$ cat src/rtl/dcntr_sched.sv
`default_nettype none
// ============================================================================
// Module      : dcntr_sched
// Description : Four-requester round-robin scheduler that owns one shared
//               down-counter. The winner loads its own value, counts down
//               to zero and then gets a one-cycle done pulse.
//               Optional macro DCNTR_SCHED_ABORT_EN: the owner dropping its
//               request during the countdown aborts the countdown.
// Revision    : 1.0 - initial release
// ============================================================================
module dcntr_sched #(
  parameter int CNT_W = 4
) (
  input  logic               clk,
  input  logic               reset,
  input  logic [3:0]         req,
  input  logic [4*CNT_W-1:0] req_val,
  output logic [3:0]         gnt,
  output logic [CNT_W-1:0]   cnt,
  output logic               busy,
  output logic [3:0]         done
);

  typedef enum logic [1:0] {
    S_IDLE  = 2'd0,
    S_COUNT = 2'd1,
    S_DONE  = 2'd2
  } state_t;

  state_t             state_q, state_d;
  logic [3:0]         gnt_q, gnt_d;
  logic [3:0]         done_q, done_d;
  logic [CNT_W-1:0]   cnt_q, cnt_d;
  logic               busy_q, busy_d;
  logic [1:0]         last_q, last_d;
  logic [1:0]         owner_q, owner_d;

  logic [CNT_W-1:0]   val_arr [4];
  logic [1:0]         win_idx;
  logic               win_found;
  logic [1:0]         cand;
  logic               owner_drop;

  // Split the packed load-value bus into one entry per requester.
  for (genvar k = 0; k < 4; k++) begin : g_slice
    assign val_arr[k] = req_val[k*CNT_W +: CNT_W];
  end

  // Owner releasing its request only matters when aborting is enabled.
`ifdef DCNTR_SCHED_ABORT_EN
  assign owner_drop = ~req[owner_q];
`else
  assign owner_drop = 1'b0;
`endif

  // Round-robin pick: scan starting one past the last granted index.
  always_comb begin
    win_idx   = last_q;
    win_found = 1'b0;
    cand      = last_q;
    for (int i = 1; i <= 4; i++) begin
      cand = last_q + 2'(i);
      if (!win_found && req[cand]) begin
        win_idx   = cand;
        win_found = 1'b1;
      end
    end
  end

  // Next-state and registered-output computation.
  always_comb begin
    state_d = state_q;
    gnt_d   = gnt_q;
    done_d  = 4'b0000;
    cnt_d   = cnt_q;
    last_d  = last_q;
    owner_d = owner_q;
    case (state_q)
      S_IDLE: begin
        gnt_d = 4'b0000;
        if (win_found) begin
          state_d = S_COUNT;
          owner_d = win_idx;
          gnt_d   = 4'b0001 << win_idx;
          cnt_d   = val_arr[win_idx];
        end
      end
      S_COUNT: begin
        if (owner_drop) begin
          state_d = S_IDLE;
          gnt_d   = 4'b0000;
          cnt_d   = '0;
          last_d  = owner_q;
        end else if (cnt_q != '0) begin
          cnt_d = cnt_q - CNT_W'(1);
        end else begin
          state_d = S_DONE;
          done_d  = 4'b0001 << owner_q;
          last_d  = owner_q;
        end
      end
      S_DONE: begin
        // Always return through IDLE so grants are one cycle apart.
        state_d = S_IDLE;
        gnt_d   = 4'b0000;
      end
      default: begin
        state_d = S_IDLE;
        gnt_d   = 4'b0000;
        cnt_d   = '0;
      end
    endcase
    busy_d = (state_d != S_IDLE);
  end

  // State and output registers with asynchronous reset.
  always_ff @(posedge clk or posedge reset) begin
    if (reset) begin
      state_q <= S_IDLE;
      gnt_q   <= 4'b0000;
      done_q  <= 4'b0000;
      cnt_q   <= '0;
      busy_q  <= 1'b0;
      last_q  <= 2'd3;
      owner_q <= 2'd0;
    end else begin
      state_q <= state_d;
      gnt_q   <= gnt_d;
      done_q  <= done_d;
      cnt_q   <= cnt_d;
      busy_q  <= busy_d;
      last_q  <= last_d;
      owner_q <= owner_d;
    end
  end

  assign gnt  = gnt_q;
  assign done = done_q;
  assign cnt  = cnt_q;
  assign busy = busy_q;

endmodule
`default_nettype wire

$ cat config.mk
export PLATFORM = sky130hd
export DESIGN_NAME = dcntr_sched
export DESIGN_NICKNAME = d
export VERILOG_FILES = /design/src/rtl/dcntr_sched.sv
export SDC_FILE = /design/constraint.sdc
export NUM_CORES = 1
export LEC_CHECK = 0
export ABC_AREA = 1
export CORE_ASPECT_RATIO = 0.75
export CORE_MARGIN = 2
export CORE_UTILIZATION = 29
export CTS_CLUSTER_SIZE = 12
export DETAILED_ROUTE_END_ITERATION = 7
export GPL_ROUTABILITY_DRIVEN = 0
export PLACE_DENSITY = 0.51
export SLEW_MARGIN = 20
export SYNTH_ARGS = -nofsm -noshare
export SYNTH_HDL_FRONTEND = slang
export SYNTH_SLANG_ARGS = --single-unit
export TNS_END_PERCENT = 50
$ cat constraint.sdc
create_clock -name clk -period 2.2 [get_ports clk]
set_clock_uncertainty 0.1 [all_clocks]
set_input_delay 0.44 -clock clk [delete_from_list [all_inputs] [get_ports clk]]
set_output_delay 0.44 -clock clk [all_outputs]
set_load 0.02 [all_outputs]
==> flow_summary.toml, run 1 <==
[finish]
finalNonFillerCells = 275
final_nets = 245
layout-drive-gt1-share_pct = 19.1
finalInstanceArea_um2 = 1770
final_common_cell = "nand2_1"
diodes = 0
final_cell_mix = "nand2_1 (50), clkdlybuf4s50_1 (34), nand3_1 (26)"
num-fill-cells = 444
area_delta_synth_final_pct = 37.9

[detailed_routing]
drtIter0Drc = 88
viasPerCell = 4.49
drtPass1Iterations = 4
drc = 0
ant_nets = 0
vias = 1235
wl_per_cell_um = 11.3
wl_um = 3090

[placement]
port_buffers = 34
dp_cells = 271
postPlaceCellArea_um2 = 1720
dpl.hpwl_um = 2590

[yosys]
synth_cell_types = 24
ys_seq_elements = 19
ys_seq_area_share_pct = 37.2
syn_inst = 178
synth.avg_cell_area_um2 = 7.23
netlist_area_um2 = 1290
yosys_warnings = 0
synth_fp_nets = 202

[sta]
setup_violations = 0
hold_violations = 0
period_needed_ns = 2.01
rsz0062_at_grt = "false"
tightest_slew_ns = 0.423
fmax_mhz = 498
slew_headroom_pct = 71.7
slew_violations = 0
post-route-period-util_pct = 91.2
fin_setup_tns_ns = 0

[global_routing]
grt_pass1_vias = 1149
grt_pass1_wl_um = 5260
grt_max_degree = 20
overflow = 0
antenna_found_initial = 0
grt_usage_pct = 13.9

[cts]
cts_made_buffers = 3
cts_tree = "yes"
ctsResizeCount = 0
post_cts_buffers = 0
cts_max_path_buffers = 2
root_buffer = "clkbuf_8"
cts_hold_buf = 0
clock_latency_ns = 0.25
clock-sinks = 19
clk_pin_slew_worst_paths_ns = 0.07
h-tree-depth = 1

[pwr]
p_int_uw = 1350
p_sw_share_pct = 51.6
ir_worst_vdd_mv = 0.511
p_clk_share_pct = 8.9
p_sw_uw = 1440
p_leak_uw = 0.000864
power_density_nw_per_um2 = 1570
comb_power_share_pct = 69.4
p_seq_share_pct = 21.7

[flow_run]
maxCapViolations = 0

[die]
die_h_um = 61.7
die_area_um2 = 4990
start_util_pct = 31.0
rows = 20
die_x_um = 80.9
io_pins = 35
core_area_um2 = 4150

[worst_setup_path]
path_class = "reg -> reg"
required_ns = 2.25
crit_arrival_ns = 2.06
cp-start-kind = "flop"
cp-end-kind = "flop"
crit_fanout = 10

[outcome]
outcome = "completed"

[worst_hold_path]
hold_class = "reg -> reg"
==> final timing paths <==
path	from	endpoint	slack (ns)	cells after the start
max	last_q[0]	cnt[2]	0.19	16
min	gnt[1]	gnt[1]	0.38	2
max reg2reg	last_q[0]	cnt[2]	0.19	16
min reg2reg	gnt[1]	gnt[1]	0.38	2
max in group asynchronous	reset	last_q[1]	1.33	3
min in group asynchronous	reset	gnt[3]	0.40	3
==> power by group through the flow <==
| stage | clock network [µW] | registers, µW | logic (µW) |
|---|---|---|---|
| after floorplan | 0 | 677 | 1320 |
| after global placement | 0 | 604 | 1900 |
| after detailed placement | 0 | 609 | 1930 |
| after CTS | 258 | 602 | 1940 |
| after global routing | 279 | 623 | 2190 |
| final | 248 | 606 | 1930 |
==> cell families after synthesis <==
group / Yosys count / share of synthesized area (%)
DFF: 19 / 37.2
buffers and inverters: 23 / 7.59
AOI/OAI and AO/OA: 16 / 7.78
and+or+nand+nor: 118 / 45.5
adders and majority gates: 2 / 1.95
==> worst max-delay path, stage by stage, from the launching register on <==
cell and delay, ns:
dfstp_2 0.55, buf_6 0.16, nand2_2 0.07, nand2_2 0.11, nand2_2 0.08, nand2_4 0.09
nand2_4 0.07, nand2_2 0.05, nand2_1 0.04, nand2_1 0.06, nand2_2 0.09, inv_2 0.13
nand2_1 0.07, nand3_1 0.08, nand2_1 0.05, nand2_1 0.05, nand2_1 0.04
==> routing by layer <==
layer / track usage, % / vias up / wire length (µm)
li1: - / 658 / -
met4: 2.91 / 0 / 25
met2: 19.8 / 46 / 1200
met1: 21.4 / 527 / 1650
met5: 0 / - / 0
met3: 2.79 / 4 / 222
==> cells in the mapped netlist <==
master	number	share of area, %
a21oi_1	1	0.39
a21oi_2	4	2.7
a31oi_1	1	0.49
buf_6	1	0.88
clkinv_2	1	0.39
dfrtp_1	17	33
dfstp_2	2	4.1
ha_1	2	1.9
inv_1	17	5.0
inv_2	3	0.88
inv_4	1	0.49
nand2_1	50	15
nand2_2	15	7.3
nand2_4	4	3.5
nand2_8	1	1.6
nand3_1	26	10
nand3_4	1	1.4
nand3b_1	1	0.58
nor2_1	16	4.7
nor2_2	1	0.49
nor3_1	1	0.39
nor4_1	2	0.97
o2111ai_1	1	0.68
o21ai_0	9	3.5
==> registers in the layout, summed over array words and instances (netlist names) <==
name / count
state_q: 2
gnt: 4
done: 4
cnt: 4
busy: 1
last_q: 2
owner_q: 2
==> stage by stage <==
stage          total power, µW  util, %  worst slack, ns  hold slack [ns]
2_1_floorplan             1990        -            0.406            0.290
3_3_place_gp              2510     41.4          -0.0368            0.381
3_5_place_dp              2540     41.4          -0.0538            0.372
4_1_cts                   2800     42.6            0.153            0.388
5_1_grt                   3090     42.7           0.0152            0.409
6_report                  2790     42.7            0.193            0.384
==> layout make-up <==
type	instances	area [µm²]	area share, %
repair buffers	39	382	21.5
well taps	55	68.8	3.88
flip-flops and latches	19	478	26.9
clock inverters	1	7.51	0.423
inverters	22	86.3	4.87
multi-input cells	136	711	40.1
clock buffers	3	41.3	2.33
No activity file was read; power rests on OpenSTA's default activity.
==> run 2: changes to the inputs <==
--- a/config.mk
+++ b/config.mk
@@ -6,5 +6,6 @@
 export NUM_CORES = 1
 export LEC_CHECK = 0
-export ABC_AREA = 1
+export ABC_AREA = 0
+export ABC_CLOCK_PERIOD_IN_PS = 2200
 export CORE_ASPECT_RATIO = 0.75
 export CORE_MARGIN = 2
==> constraint.sdc (replaced) <==
create_clock -name clk -period 2.2 [get_ports clk]
set_clock_uncertainty 0.1 [all_clocks]
set_input_delay 0.44 -clock clk [delete_from_list [all_inputs] [get_ports clk]]
set_output_delay 0.44 -clock clk [all_outputs]
set_load 0.1 [all_outputs]
==> run 2 against run 1 <==
Compared with the run above: register-to-register slack worse by 0.12 ns; clock power hardly changed; count of clock-buffer cells in the layout unchanged; setup slack got worse by 0.12 ns; final cell count decreased by 11%; core utilization rose by 2.7 points; wire length increased by 12%; first-iteration DRC count shrank 24%; die area is 6.6% lower; sequential power increased by 11%; maximum frequency is 5.7% lower.
==> flow_summary.toml, run 2 <==
[cts]
cts_tree = "yes"
clock_latency_ns = 0.25
cts_max_path_buffers = 2
root_buffer = "clkbuf_8"
cts_made_buffers = 3
clock-sinks = 19
clk_pin_slew_worst_paths_ns = 0.08
post_cts_buffers = 0
h-tree-depth = 1

[worst_setup_path]
crit_path_cell_trace = "inv_2 -> ha_1 -> or3b_4 -> or2_4 -> o211ai_1 -> a221oi_1 -> a221oi_2"
cp-startpoint = "cnt[1]"
required_ns = 2.25
path_class = "reg -> reg"
crit_fanout = 5
critPathTopFamily = "simple AND/OR/NAND/NOR gates"
path_buf_inv = 1
regToRegSetupSlack_ns = 0.07
crit_arrival_ns = 2.18
max_stage_delay_ns = 0.48
slowest_stage = "dfrtp_4"
rr_startpoint = "cnt[1]"
cp-start-kind = "flop"
cp-end-kind = "flop"
worstSetupPathDepth = 7
r2r_cells = 7

[placement]
dp_cells = 242
dp_slack_ns = -0.328
dpl.hpwl_um = 2850
postPlaceCellArea_um2 = 1740
port_buffers = 34

[worst_hold_path]
min_delay_path_depth = 2
hold_class = "reg -> reg"
hp-start = "last_q[0]"

[yosys]
synth_common_cells = "dfrtp_1 (17), nand2_1 (15), nor2_1 (11)"
yosys_warnings = 0
async_flop_share_pct = 100
syn_inst = 134
netlist_area_um2 = 1200
ys_seq_elements = 19
synth_cell_types = 47
yosysMostFrequentCell = "dfrtp_1"
synthFlopType = "dfrtp_1"
ys_seq_area_share_pct = 40.0
synth_area_leaders = "dfrtp_1 (36%), nand2_1 (4.7%), dfstp_2 (4.4%)"
synth_fp_nets = 158
yosysTopAreaCell = "dfrtp_1"
synth_edf_count = 0
synth.avg_cell_area_um2 = 8.93
yosysTopAreaCellShare_pct = 35.6

[global_routing]
met1_usage_pct = 24.3
grt_usage_pct = 16.5
overflow = 0
antenna_found_initial = 0
grt_pass1_vias = 1239
busiest_layer = "met2"
grt_pass1_wl_um = 5940
grt_max_degree = 20
grt.met2_usage_pct = 25.0
met3_usage_pct = 1.98

[die]
io_pins = 35
rows = 20
core_area_um2 = 4000
start_util_pct = 29.9
die_x_um = 78.2
die_h_um = 59.6
die_area_um2 = 4660

[sta]
fmax_mhz = 470
tightest_slew_ns = 0.526
post-route-period-util_pct = 96.7
period_needed_ns = 2.13
setup_violations = 0
hold_violations = 0
slew_headroom_pct = 64.7
layout_setup_ws_ns = 0.0727
rsz0062_at_grt = "true"
fin_setup_tns_ns = 0
slew_violations = 0

[flow_run]
maxCapViolations = 0

[finish]
diodes = 0
final_common_cell = "buf_4"
area_delta_synth_final_pct = 52.0
finalInstanceArea_um2 = 1820
final_cell_mix = "buf_4 (37), clkdlybuf4s50_1 (17), nand2_1 (15)"
multi_input_area_um2 = 688
layout-drive-gt1-share_pct = 32.5
final_nets = 216
finalNonFillerCells = 246
seq_area_um2 = 488
num-fill-cells = 404

[detailed_routing]
wl_per_cell_um = 14.1
drtPass1Iterations = 4
vias = 1210
viasPerCell = 4.92
ant_nets = 0
drc = 0
drtIter0Drc = 67
wl_um = 3470

[outcome]
outcome = "completed"

[pwr]
power_density_nw_per_um2 = 1580
ir_worst_vdd_mv = 0.637
power.total_uw = 2870
p_leak_uw = 0.000828
[run 2: changes by cell type in the layout (fill, tap and decap cells not counted), sizes merged, moves of 4 or more]
cell | previous run | this run
buf | 5 | 37
nand3 | 27 | 0
dlymetal6s2s | 0 | 4
nand2 | 70 | 15
nand2b | 0 | 6
a2111oi | 0 | 4
nor2 | 17 | 11
inv | 21 | 7
clkdlybuf4s50 | 34 | 17
or4 | 0 | 4
[run 2: logic make-up (layout without fill, tap and decap cells)]
kind of cell             Yosys count  count (layout)  share of synthesized area [%]
AO/OA/AOI/OAI                     40              40                           24.5
XOR/XNOR                           2               2                           1.46
adder cells (fa/ha/maj)            2               2                           2.09
buffers and inverters             12              69                           3.98
flip-flops                        19              19                           40.0
multiplexers                       1               1                          0.941
AND/OR/NAND/NOR                   58              58                           27.1
[run 2: area by class of cell]
| cell class | instances | area share (%) |
|---|---|---|
| multi-input cells | 103 | 37.9 |
| repair buffers | 58 | 27.4 |
| flip-flops and latches | 19 | 26.8 |
| well taps | 55 | 3.79 |
| clock buffers | 3 | 2.27 |
| inverters | 7 | 1.45 |
| clock inverters | 1 | 0.413 |
[run 2: layer usage]
metal	vias up	wire length, µm
li1	616	-
met1	548	1830
met2	40	1430
met3	6	162
met4	0	51
met5	-	0
[run 2: per-stage QoR]
step / util (%) / hold WS, ns
after floorplan: - / 0.290
after global placement: 43.6 / 0.371
after detailed placement: 43.6 / 0.370
after CTS: 45.0 / 0.385
after global routing: 45.4 / 0.411
final: 45.4 / 0.383
[run 2: timing repair]
action / CTS / global route
hold buffers: 0 / 0
gates resized for setup: 4 / 6
endpoints found under the setup margin: 2 / 6
cloned: 0 / 0
pin swaps: 1 / 1
[run 2: worst paths after layout]
kind,endpoint
worst max-delay path,cnt[0]
worst min-delay path,last_q[0]
worst max register to register,cnt[0]
worst min register to register,last_q[0]
max in group asynchronous,last_q[0]
min in group asynchronous,gnt[1]
[run 2: worst register-to-register path: stages (launching register included)]
cell,delay [ns]
dfrtp_4,0.48
inv_2,0.07
ha_1,0.15
or3b_4,0.41
or2_4,0.30
o211ai_1,0.12
a221oi_1,0.13
a221oi_2,0.27
[run 2: report_power, final]
group	internal [µW]	switching, µW	leakage [µW]
clock	127	121	0.0000217
sequential	511	164	0.000233
combinational	731	1210	0.000573
